--- config.mk ---
export PLATFORM = sky130hd
export DESIGN_NAME = pixel_timing_unit_flat
export DESIGN_NICKNAME = d
export VERILOG_FILES = /design/src/rtl/pixel_timing_unit_if.sv /design/src/rtl/pixel_timing_unit.sv /design/src/flat_wrapper.sv
export SDC_FILE = /design/constraint.sdc
export NUM_CORES = 1
export LEC_CHECK = 0
export ABC_CLOCK_PERIOD_IN_PS = 2000
export BUFFER_PORTS_ARGS = -buffer_cell sky130_fd_sc_hd__buf_2
export CAP_MARGIN = 20
export CORE_MARGIN = 2
export CORE_UTILIZATION = 38
export DETAILED_ROUTE_END_ITERATION = 10
export PLACE_DENSITY = 0.7
export SLEW_MARGIN = 20
export SYNTH_ARGS = -nofsm -noshare
export SYNTH_HDL_FRONTEND = slang
export SYNTH_SLANG_ARGS = --single-unit
--- constraint.sdc ---
create_clock -name basys_clk -period 2 [get_ports basys_clk]
set_input_delay 0.2 -clock basys_clk [delete_from_list [all_inputs] [get_ports basys_clk]]
set_output_delay 0.2 -clock basys_clk [all_outputs]
set_load 0.01 [all_outputs]
--- src/rtl/pixel_timing_unit_if.sv ---
// Bus between the board-clock side and the screen logic: divider control,
// divided clock, and the pixel index to (x, y) split. tick exists only with PTU_TICK_EN.
interface pixel_timing_unit_if #(
  parameter int CNT_W = 32,
  parameter int IDX_W = 13
);
  logic [CNT_W-1:0] count_in;
  logic [IDX_W-1:0] pixel_index;
  logic             out_clk;
  logic [IDX_W-1:0] x;
  logic [IDX_W-1:0] y;
`ifdef PTU_TICK_EN
  logic             tick;
`endif

  modport master (
    output count_in,
    output pixel_index,
    input  out_clk,
    input  x,
`ifdef PTU_TICK_EN
    input  tick,
`endif
    input  y
  );

  modport slave (
    input  count_in,
    input  pixel_index,
    output out_clk,
    output x,
`ifdef PTU_TICK_EN
    output tick,
`endif
    output y
  );
endinterface

--- src/rtl/pixel_timing_unit.sv ---
// Programmable 50% clock divider plus OLED pixel index -> (x, y) converter.
// Optional macro PTU_TICK_EN adds a one-cycle tick on each rising edge of out_clk.
module pixel_timing_unit #(
  parameter int CNT_W = 32,
  parameter int SCR_W = 96,
  parameter int SCR_H = 64,
  parameter int IDX_W = 13
) (
  input logic                basys_clk,
  input logic                resetn,
  pixel_timing_unit_if.slave bus
);

  localparam logic [CNT_W-1:0] CNT_ONE = CNT_W'(1);
  localparam logic [IDX_W-1:0] SCR_W_I = IDX_W'(SCR_W);

  if (SCR_W * SCR_H > (1 << IDX_W)) begin : g_geom_check
    $error("pixel_timing_unit: SCR_W*SCR_H does not fit in IDX_W bits");
  end

  // Constant divisor, so both operators reduce to combinational logic.
  function automatic logic [2*IDX_W-1:0] split_index(input logic [IDX_W-1:0] idx);
    logic [IDX_W-1:0] col;
    logic [IDX_W-1:0] row;
    col = idx % SCR_W_I;
    row = idx / SCR_W_I;
    return {row, col};
  endfunction

  logic [CNT_W-1:0] cnt_p0;
  logic             out_clk_p0;
  logic             wrap;

  // >= rather than == so a count_in lowered below cnt wraps on the next edge.
  assign wrap = (cnt_p0 >= bus.count_in);

  // Stage p0: divider counter and registered output clock
  always_ff @(posedge basys_clk) begin
    if (!resetn) begin
      cnt_p0     <= '0;
      out_clk_p0 <= 1'b0;
    end else if (wrap) begin
      cnt_p0     <= '0;
      out_clk_p0 <= ~out_clk_p0;
    end else begin
      cnt_p0     <= cnt_p0 + CNT_ONE;
    end
  end

  assign bus.out_clk = out_clk_p0;

`ifdef PTU_TICK_EN
  logic tick_p0;

  // Stage p0: tick marks the wrap that takes out_clk from 0 to 1
  always_ff @(posedge basys_clk) begin
    if (!resetn) begin
      tick_p0 <= 1'b0;
    end else begin
      tick_p0 <= wrap & ~out_clk_p0;
    end
  end

  assign bus.tick = tick_p0;
`endif

  assign {bus.y, bus.x} = split_index(bus.pixel_index);

endmodule

--- src/flat_wrapper.sv ---
// flat-port wrapper written by rule: the top's interface ports become plain ports
module pixel_timing_unit_flat 
#(
  parameter int CNT_W = 32,
  parameter int SCR_W = 96,
  parameter int SCR_H = 64,
  parameter int IDX_W = 13
)
  (basys_clk, resetn, bus_count_in, bus_pixel_index, bus_out_clk, bus_x, bus_y);
  pixel_timing_unit_if #(.CNT_W(CNT_W), .IDX_W(IDX_W)) bus_i ();
  input logic basys_clk;
  input logic resetn;
  input wire logic [$bits(bus_i.count_in)-1:0] bus_count_in;
  input wire logic [$bits(bus_i.pixel_index)-1:0] bus_pixel_index;
  output wire logic [$bits(bus_i.out_clk)-1:0] bus_out_clk;
  output wire logic [$bits(bus_i.x)-1:0] bus_x;
  output wire logic [$bits(bus_i.y)-1:0] bus_y;
  assign bus_i.count_in = bus_count_in;
  assign bus_i.pixel_index = bus_pixel_index;
  assign bus_out_clk = bus_i.out_clk;
  assign bus_x = bus_i.x;
  assign bus_y = bus_i.y;
  pixel_timing_unit #(.CNT_W(CNT_W), .SCR_W(SCR_W), .SCR_H(SCR_H), .IDX_W(IDX_W)) u_core (.basys_clk(basys_clk), .resetn(resetn), .bus(bus_i));
endmodule
**Word-level counts from Yosys, hierarchy flattened**

Cells that the tools add are included.

- Bits in registers: 33
- Bits of input ports: 47
- Output and inout port bits: 27
- Logic and storage cells: 9

- $add $sub $neg: 1
- Divide/modulo/power cells: 2
- Magnitude comparators: 1
- Bitwise gates (word level): 2
- Reductions and logical operators: 1

Operators by type and width:

| cell | number |
|---|---|
| adder 32 x 1 -> 32 bit, second input constant | 1 |
| greater-or-equal comparator 32 bit | 1 |
| divider 13 x 7 -> 13 bit, second input constant | 1 |
| modulo 13 x 7 -> 13 bit, second input constant | 1 |
| inverter 1 bit | 2 |
| OR reduction 2 bit | 1 |

**Depth between registers and ports, before layout**

Gate-level depths: netlist of the first run.

- Depth after elaboration: 2
- Depth in mapped cells: 11
- Gate-level depth less buffers: 9

**Worst setup path before layout of the first run**

Ideal clock, no wire load.

- Path kind: input-to-output
- From: in bus_pixel_index[10]
- To: out bus_x[6]
- Data arrival time: 2.032 ns
- Data required time: 1.800 ns
- Path slack: -0.232 ns
- Stages: 8
- Buffers on the path: 1
- Path through: buf_4 -> nor3b_1 -> o21bai_1 -> a32o_1 -> or4_4 -> and2_4 -> a21o_1 -> mux4_2

- Cells in the longest elaborated chain, start to end: 1

RTL lines:

| what | RTL line | text |
|---|---|---|
| start: declaration | flat_wrapper.sv:14 | `input wire logic [$bits(bus_i.pixel_index)-1:0] bus_pixel_index;` |
| modulo 13 x 7 -> 13 bit | pixel_timing_unit.sv:25 | `col = idx % SCR_W_I;` |
| end: declaration | flat_wrapper.sv:16 | `output wire logic [$bits(bus_i.x)-1:0] bus_x;` |

No other way between the ends.

**Worst setup path in the final report of the first run**

- From: in bus_pixel_index[12]
- To: out bus_x[6]

Same word-level chain as after synthesis.

==> flow_metrics.py, run 1 <==
metrics = {
    "power": {
        "p_leak_nw": 1.850,
        "power_mw": 1.723,
        "ir_drop_v": 0.0003578,
        "p_per_area_nw_per_um2": 439.4,
    },
    "die": {
        "dieArea_um2": 8350,
        "coreArea_um2": 7331,
        "chipWidth_um": 91.38,
        "start_util_pct": 39.58,
        "fp-row-count": 31,
        "ios": 74,
        "die_y_um": 91.38,
    },
    "routing": {
        "totalWireLength_mm": 6.919,
        "drcViolationCount": 0,
        "wl_per_cell_um": 12.08,
        "vias_per_cell": 4.920,
        "vias": 2819,
        "postRouteAntennaNets": 0,
        "drt-initial-drc-count": 102,
        "first_pass_iters": 4,
    },
    "cells_and_area": {
        "layout-drive-gt1-share_pct": 31.65,
        "syn2layout_area_growth_pct": 35.19,
        "stdcell_count": 573,
        "finalNetCount": 553,
        "antenna_cells": 0,
        "nFillCells": 700,
    },
    "cts": {
        "tritoncts": "yes",
        "clk_latency_ns": 0.29,
        "hold_buffers": 0,
        "clk_pin_slew_ns": 0.07,
        "clock_path_buffers": 2,
        "cts_buffers": 5,
        "h-tree-depth": 2,
        "cts-root-buf": "clkbuf_8",
        "clock_sinks": 33,
    },
    "worst_setup_path": {
        "critical_path_class": "in2out",
        "cp_slowest_cell": "or4_4",
        "end_kind": "output port",
        "arrival_ns": 2.21,
        "crit_fanout": 5,
        "max_stage_delay_ns": 0.52,
        "start_kind": "input port",
        "crit_required_ns": 1.80,
        "crit_chain": "buf_12 > and4bb_2 > a31oi_1 > a21boi_1 > or4_4 > and2_4 > a21o_1 > mux4_2 > buf_2",
    },
    "timing": {
        "fin_crit_ns": 2.411,
        "fmax_mhz": 414.8,
        "fin_skew_ns": 0.006519,
        "hold_viol": 0,
        "rsz0062_at_grt": "true",
        "setup_slack_ns": -0.4106,
        "finalSetupTns_ns": -1.121,
        "setup_viol": 4,
        "fin_crit_sh_pct": 120.5,
        "maxSlewViolCount": 0,
        "holdWs_ns": 0.1757,
    },
    "synthesis": {
        "synth_top_family_by_area": "simple AND/OR/NAND/NOR gates",
        "ys_seq_area_share_pct": 22.77,
        "yosysWarnings": 0,
        "synthAdderAreaFrac_pct": 14.23,
        "synth_area_per_cell_um2": 7.576,
        "yosys.cell_types.count": 57,
        "synth_edf_count": 0,
        "synthCells": 383,
        "synthMuxAreaShare_pct": 1.466,
        "yosys.area_share.simple_pct": 26.18,
        "synth-seq-cells": 33,
        "async_flop_share_pct": 0,
        "synthesis.area_um2": 2902,
        "synth-xor-area-share_pct": 10.87,
        "synth_compound_area_share_pct": 12.63,
        "synth_flop_cell": "dfxtp_1",
    },
    "global_route": {
        "grt_pass1_wl_mm": 11.53,
        "grt_max_degree": 13,
        "gr-total-overflow": 0,
        "grt_pass1_vias": 2784,
        "grtUsageTotal_pct": 16.35,
        "antenna_found_initial": 0,
    },
    "placed_design": {
        "dpl.cell_count": 557,
        "dpl.hpwl_mm": 5.211,
        "io_buffers": 51,
        "place_congestion": 0.8360,
        "dp_slack_ns": -0.4760,
    },
    "status": {
        "status": "complete, but fails checks",
        "violations": "negative setup slack",
    },
    "run": {
        "drv_cap": 0,
    },
    "worst_hold_path": {
        "hp-class": "in2reg",
    },
}
[final cells by class]
class / instances / area (um^2) / area share, %
clock buffers: 7 / 96.34 / 2.456
clock inverters: 1 / 5.005 / 0.1276
inverters: 40 / 150.1 / 3.828
multi-input cells: 291 / 2137 / 54.48
flip-flops and latches: 33 / 669.4 / 17.07
well taps: 99 / 123.9 / 3.158
repair buffers: 102 / 740.7 / 18.88
[Yosys cell counts, types with 2 or more instances]
cell / instances / area, um^2
ha_1: 33 / 412.9
nand2_1: 31 / 116.4
dfxtp_1: 33 / 660.6
xnor2_1: 16 / 140.1
a2111oi_0: 3 / 26.28
nand3b_1: 3 / 22.52
nor4_1: 3 / 18.77
nor2_1: 43 / 161.4
nand2b_1: 5 / 31.28
inv_1: 40 / 150.1
a31oi_1: 4 / 25.02
mux2i_1: 2 / 20.02
nor2b_1: 2 / 12.51
nand4_1: 13 / 81.33
buf_2: 2 / 10.01
o22ai_1: 3 / 18.77
nor3_1: 6 / 30.03
buf_4: 18 / 135.1
and2_1: 5 / 31.28
xor2_1: 20 / 175.2
o211ai_1: 3 / 22.52
o311a_1: 2 / 20.02
nand3_1: 19 / 95.09
and3_1: 7 / 43.79
and4_1: 2 / 17.52
a21oi_1: 17 / 85.08
clkbuf_1: 8 / 30.03
or2b_1: 3 / 22.52
o21ai_0: 9 / 45.04
[power by group]
part | internal (mW) | switching, mW
logic | 0.259 | 0.236
clock network | 0.311 | 0.253
registers | 0.662 | 0.00332
total | 1.23 | 0.492
[layer usage]
| metal | global-route usage (%) | up-vias | wire, um |
|---|---|---|---|
| met2 | 28.80 | 53 | 3458 |
| li1 | - | 1461 | - |
| met1 | 19.47 | 1295 | 3091 |
| met3 | 3.734 | 10 | 263 |
| met4 | 5.303 | 0 | 106 |
| met5 | 0 | - | 0 |
[what timing repair did]
action / CTS / global route
hold endpoints to repair: 0 / 0
gates resized for setup: 34 / 28
buffers inserted: 6 / 1
gates cloned: 1 / 0
setup endpoints to repair: 5 / 37
pin swaps: 8 / 8
[sequential cells by signal, summed over array words and instances (netlist names)]
name                count
u_core.bus.out_clk      1
u_core.cnt_p0          32
[cell families after synthesis]
logic type,count (synthesis)
AO/OA/AOI/OAI,56
XOR/XNOR,36
adder cells (fa/ha/maj),33
buffers and inverters,70
flip-flops,33
multiplexers,3
other,1
AND/OR/NAND/NOR,151
[worst max-delay path: cells and delay by family]
kind	cells	cell delay, ns
muxes	1	0.45
buffers and inverters	2	0.26
and+or+nand+nor	3	0.93
AOI/OAI and AO/OA	3	0.38
[cell usage in the layout (no fill, tap or decap), types with 12 or more instances in the layout]
| cell type | synthesis | layout |
|---|---|---|
| ha_1 | 33 | 28 |
| nand2_1 | 31 | 30 |
| nor2_1 | 43 | 41 |
| inv_1 | 40 | 40 |
| conb_1 | 1 | 12 |
| a21oi_1 | 17 | 13 |
| buf_4 | 18 | 43 |
| nand4_1 | 13 | 13 |
| buf_2 | 2 | 46 |
| xor2_1 | 20 | 20 |
| nand3_1 | 19 | 17 |
| dfxtp_1 | 33 | 26 |
| xnor2_1 | 16 | 16 |
[path summary, 6_finish.rpt]
kind	start	endpoint	cells after the start	slack [ns]
max	bus_pixel_index[12]	bus_x[6]	9	-0.41
min	resetn	u_core.bus.out_clk	2	0.18
max reg2reg	u_core.cnt_p0[27]	u_core.bus.out_clk	9	0.09
min reg2reg	u_core.cnt_p0[0]	u_core.cnt_p0[0]	2	0.53
[metrics by stage]
stage / utilization (%) / instance area [um^2]
after global routing: 53.51 / 3923
after CTS: 51.70 / 3790
after detailed placement: 47.53 / 3485
final: 53.51 / 3923
after global placement: 47.53 / 3485
after floorplan: - / 2982
Power figures use the tool's default switching activity.
==> inputs of run 2 (changes only) <==
- CORE_UTILIZATION: 38 -> 40
- PLACE_DENSITY: 0.7 -> 0.72
==> flow_metrics.py, run 2 (synthesis gave the netlist of run 1 again) <==
metrics = {
    "global_route": {
        "gr-total-overflow": 0,
        "grtUsageTotal_pct": 18.11,
        "antenna_found_initial": 0,
        "grt_max_degree": 30,
        "grt_pass1_wl_mm": 11.52,
        "grt_pass1_vias": 2691,
    },
    "worst_setup_path": {
        "critical_path_class": "in2out",
        "timing.rr.start": "u_core.cnt_p0[5]",
        "crit_chain": "buf_2 > nor3b_4 > o21bai_1 > a32o_1 > or4_4 > and2_4 > a21o_1 > mux4_2 > buf_6",
        "arrival_ns": 2.26,
        "end_kind": "output port",
        "cp_slowest_cell": "mux4_2",
        "max_stage_delay_ns": 0.48,
        "crit_fanout": 7,
        "rrSetupSlack_ns": 0.13,
        "start_kind": "input port",
        "reg2reg_to": "u_core.bus.out_clk",
        "crit_required_ns": 1.80,
        "rr_worst_depth": 9,
    },
    "cts": {
        "h-tree-depth": 2,
        "cts_buffers": 5,
        "clock_sinks": 33,
        "tritoncts": "yes",
        "clk_latency_ns": 0.28,
        "cts-root-buf": "clkbuf_8",
        "clock_path_buffers": 2,
        "clk_pin_slew_ns": 0.07,
    },
    "status": {
        "status": "complete, but fails checks",
        "violations": "negative setup slack",
    },
    "worst_hold_path": {
        "hp-class": "in2reg",
        "min_to": "u_core.bus.out_clk",
        "min_path_cells": 2,
        "hold_start": "resetn",
    },
    "routing": {
        "wl_per_cell_um": 12.27,
        "vias_per_cell": 4.946,
        "first_pass_iters": 4,
        "vias": 2834,
        "totalWireLength_mm": 7.033,
        "postRouteAntennaNets": 0,
        "drt-initial-drc-count": 176,
        "drcViolationCount": 0,
    },
    "placed_design": {
        "io_buffers": 51,
        "place_congestion": 0.7822,
        "dpl.hpwl_mm": 5.173,
    },
    "timing": {
        "hold_viol": 0,
        "rsz0062_at_grt": "true",
        "fin_crit_ns": 2.461,
        "fmax_mhz": 406.4,
        "fin_skew_ns": 0.002337,
        "fin_crit_sh_pct": 123.0,
        "finalSetupTns_ns": -1.279,
        "setup_slack_ns": -0.4607,
        "maxSlewViolCount": 0,
        "setup_viol": 4,
    },
    "power": {
        "p_per_area_nw_per_um2": 423.3,
        "power_mw": 1.667,
        "p_leak_nw": 1.859,
        "ir_drop_v": 0.0001919,
    },
    "cells_and_area": {
        "finalNetCount": 553,
        "final_common_cell": "buf_2",
        "nFillCells": 681,
        "top_register": "u_core.cnt_p0",
        "layout-drive-gt1-share_pct": 30.80,
        "syn2layout_area_growth_pct": 35.75,
        "largest_reg_flops": 32,
        "antenna_cells": 0,
        "layout_common_cells": "45 x buf_2, 42 x buf_4, 41 x nor2_1, 40 x inv_1, 31 x nand2_1",
    },
    "die": {
        "fp-row-count": 31,
        "start_util_pct": 40.66,
        "ios": 74,
        "coreArea_um2": 7137,
        "chipWidth_um": 89.17,
        "dieArea_um2": 7951,
        "die_y_um": 89.17,
    },
    "run": {
        "drv_cap": 0,
    },
}
run 2: cell count changes in the layout (fill, tap and decap cells not counted), moves of 2 or more:
cell	delta
a21oi_1	+2
a21oi_2	-2
and2_1	-2
and2_4	+2
buf_8	+2
clkbuf_8	-2
dfxtp_1	+2
dfxtp_2	-2
nand3_1	+2
nand3_2	-2
run 2: routing by layer:
layer	global-route usage [%]	routed length [um]	vias to the layer above
li1	-	-	1470
met1	21.89	3042	1250
met2	31.31	3411	90
met3	3.416	368	24
met4	7.734	210	0
met5	0	0	-
run 2: worst max-delay path by stage:
| stage | start | endpoint | cells after the start |
|---|---|---|---|
| 3_5_place_dp | bus_pixel_index[9] | bus_x[6] | 9 |
| 5_1_grt | bus_pixel_index[7] | bus_x[6] | 9 |
| 3_3_place_gp | bus_pixel_index[11] | bus_x[6] | 9 |
| 6_report | bus_pixel_index[10] | bus_x[6] | 9 |
| 4_1_cts | bus_pixel_index[7] | bus_x[6] | 9 |
| 2_1_floorplan | bus_pixel_index[9] | bus_x[6] | 8 |
run 2: critical path, delay by kind of cell:
kind / cells / cell delay, ns
buffers and inverters: 2 / 0.32
multiplexers: 1 / 0.48
AND/OR/NAND/NOR: 3 / 0.73
AO/OA/AOI/OAI: 3 / 0.52
run 2: timing repair:
action	in CTS	in global routing
pin swaps	15	6
endpoints found under the hold margin	0	0
buffers inserted	6	1
setup endpoints to repair	4	37
cloned	2	0
hold buffers	0	0
gates resized for setup	43	23
run 2: final cells by class:
class                      instances  area, um^2  area share (%)
clock buffer                       5       68.82           1.747
clock inverter                     3       17.52          0.4447
inverter                          40       150.1           3.812
multi-input combinational        291        2137           54.26
sequential                        33       666.9           16.93
tap                               99       123.9           3.145
timing repair buffer             102       774.5           19.66
run 2: stage by stage:
step | hold slack [ns] | setup slack [ns] | util, % | cell area, um^2 | instances
after CTS | 0.1870 | -0.3858 | 53.79 | 3839 | 573
after detailed placement | 0.4001 | -0.4713 | 48.83 | 3485 | 557
after global routing | 0.2156 | -0.5037 | 55.19 | 3939 | 573
final | 0.1909 | -0.4607 | 55.19 | 3939 | 573
after floorplan | 0.3217 | -0.1905 | - | 2982 | 394
after global placement | 0.4001 | -0.4336 | 48.83 | 3485 | 557
run 2: report_power, final:
part / internal [mW] / switching (mW)
sequential: 0.662 / 0.00358
combinational: 0.270 / 0.246
clock: 0.240 / 0.246
total: 1.17 / 0.495
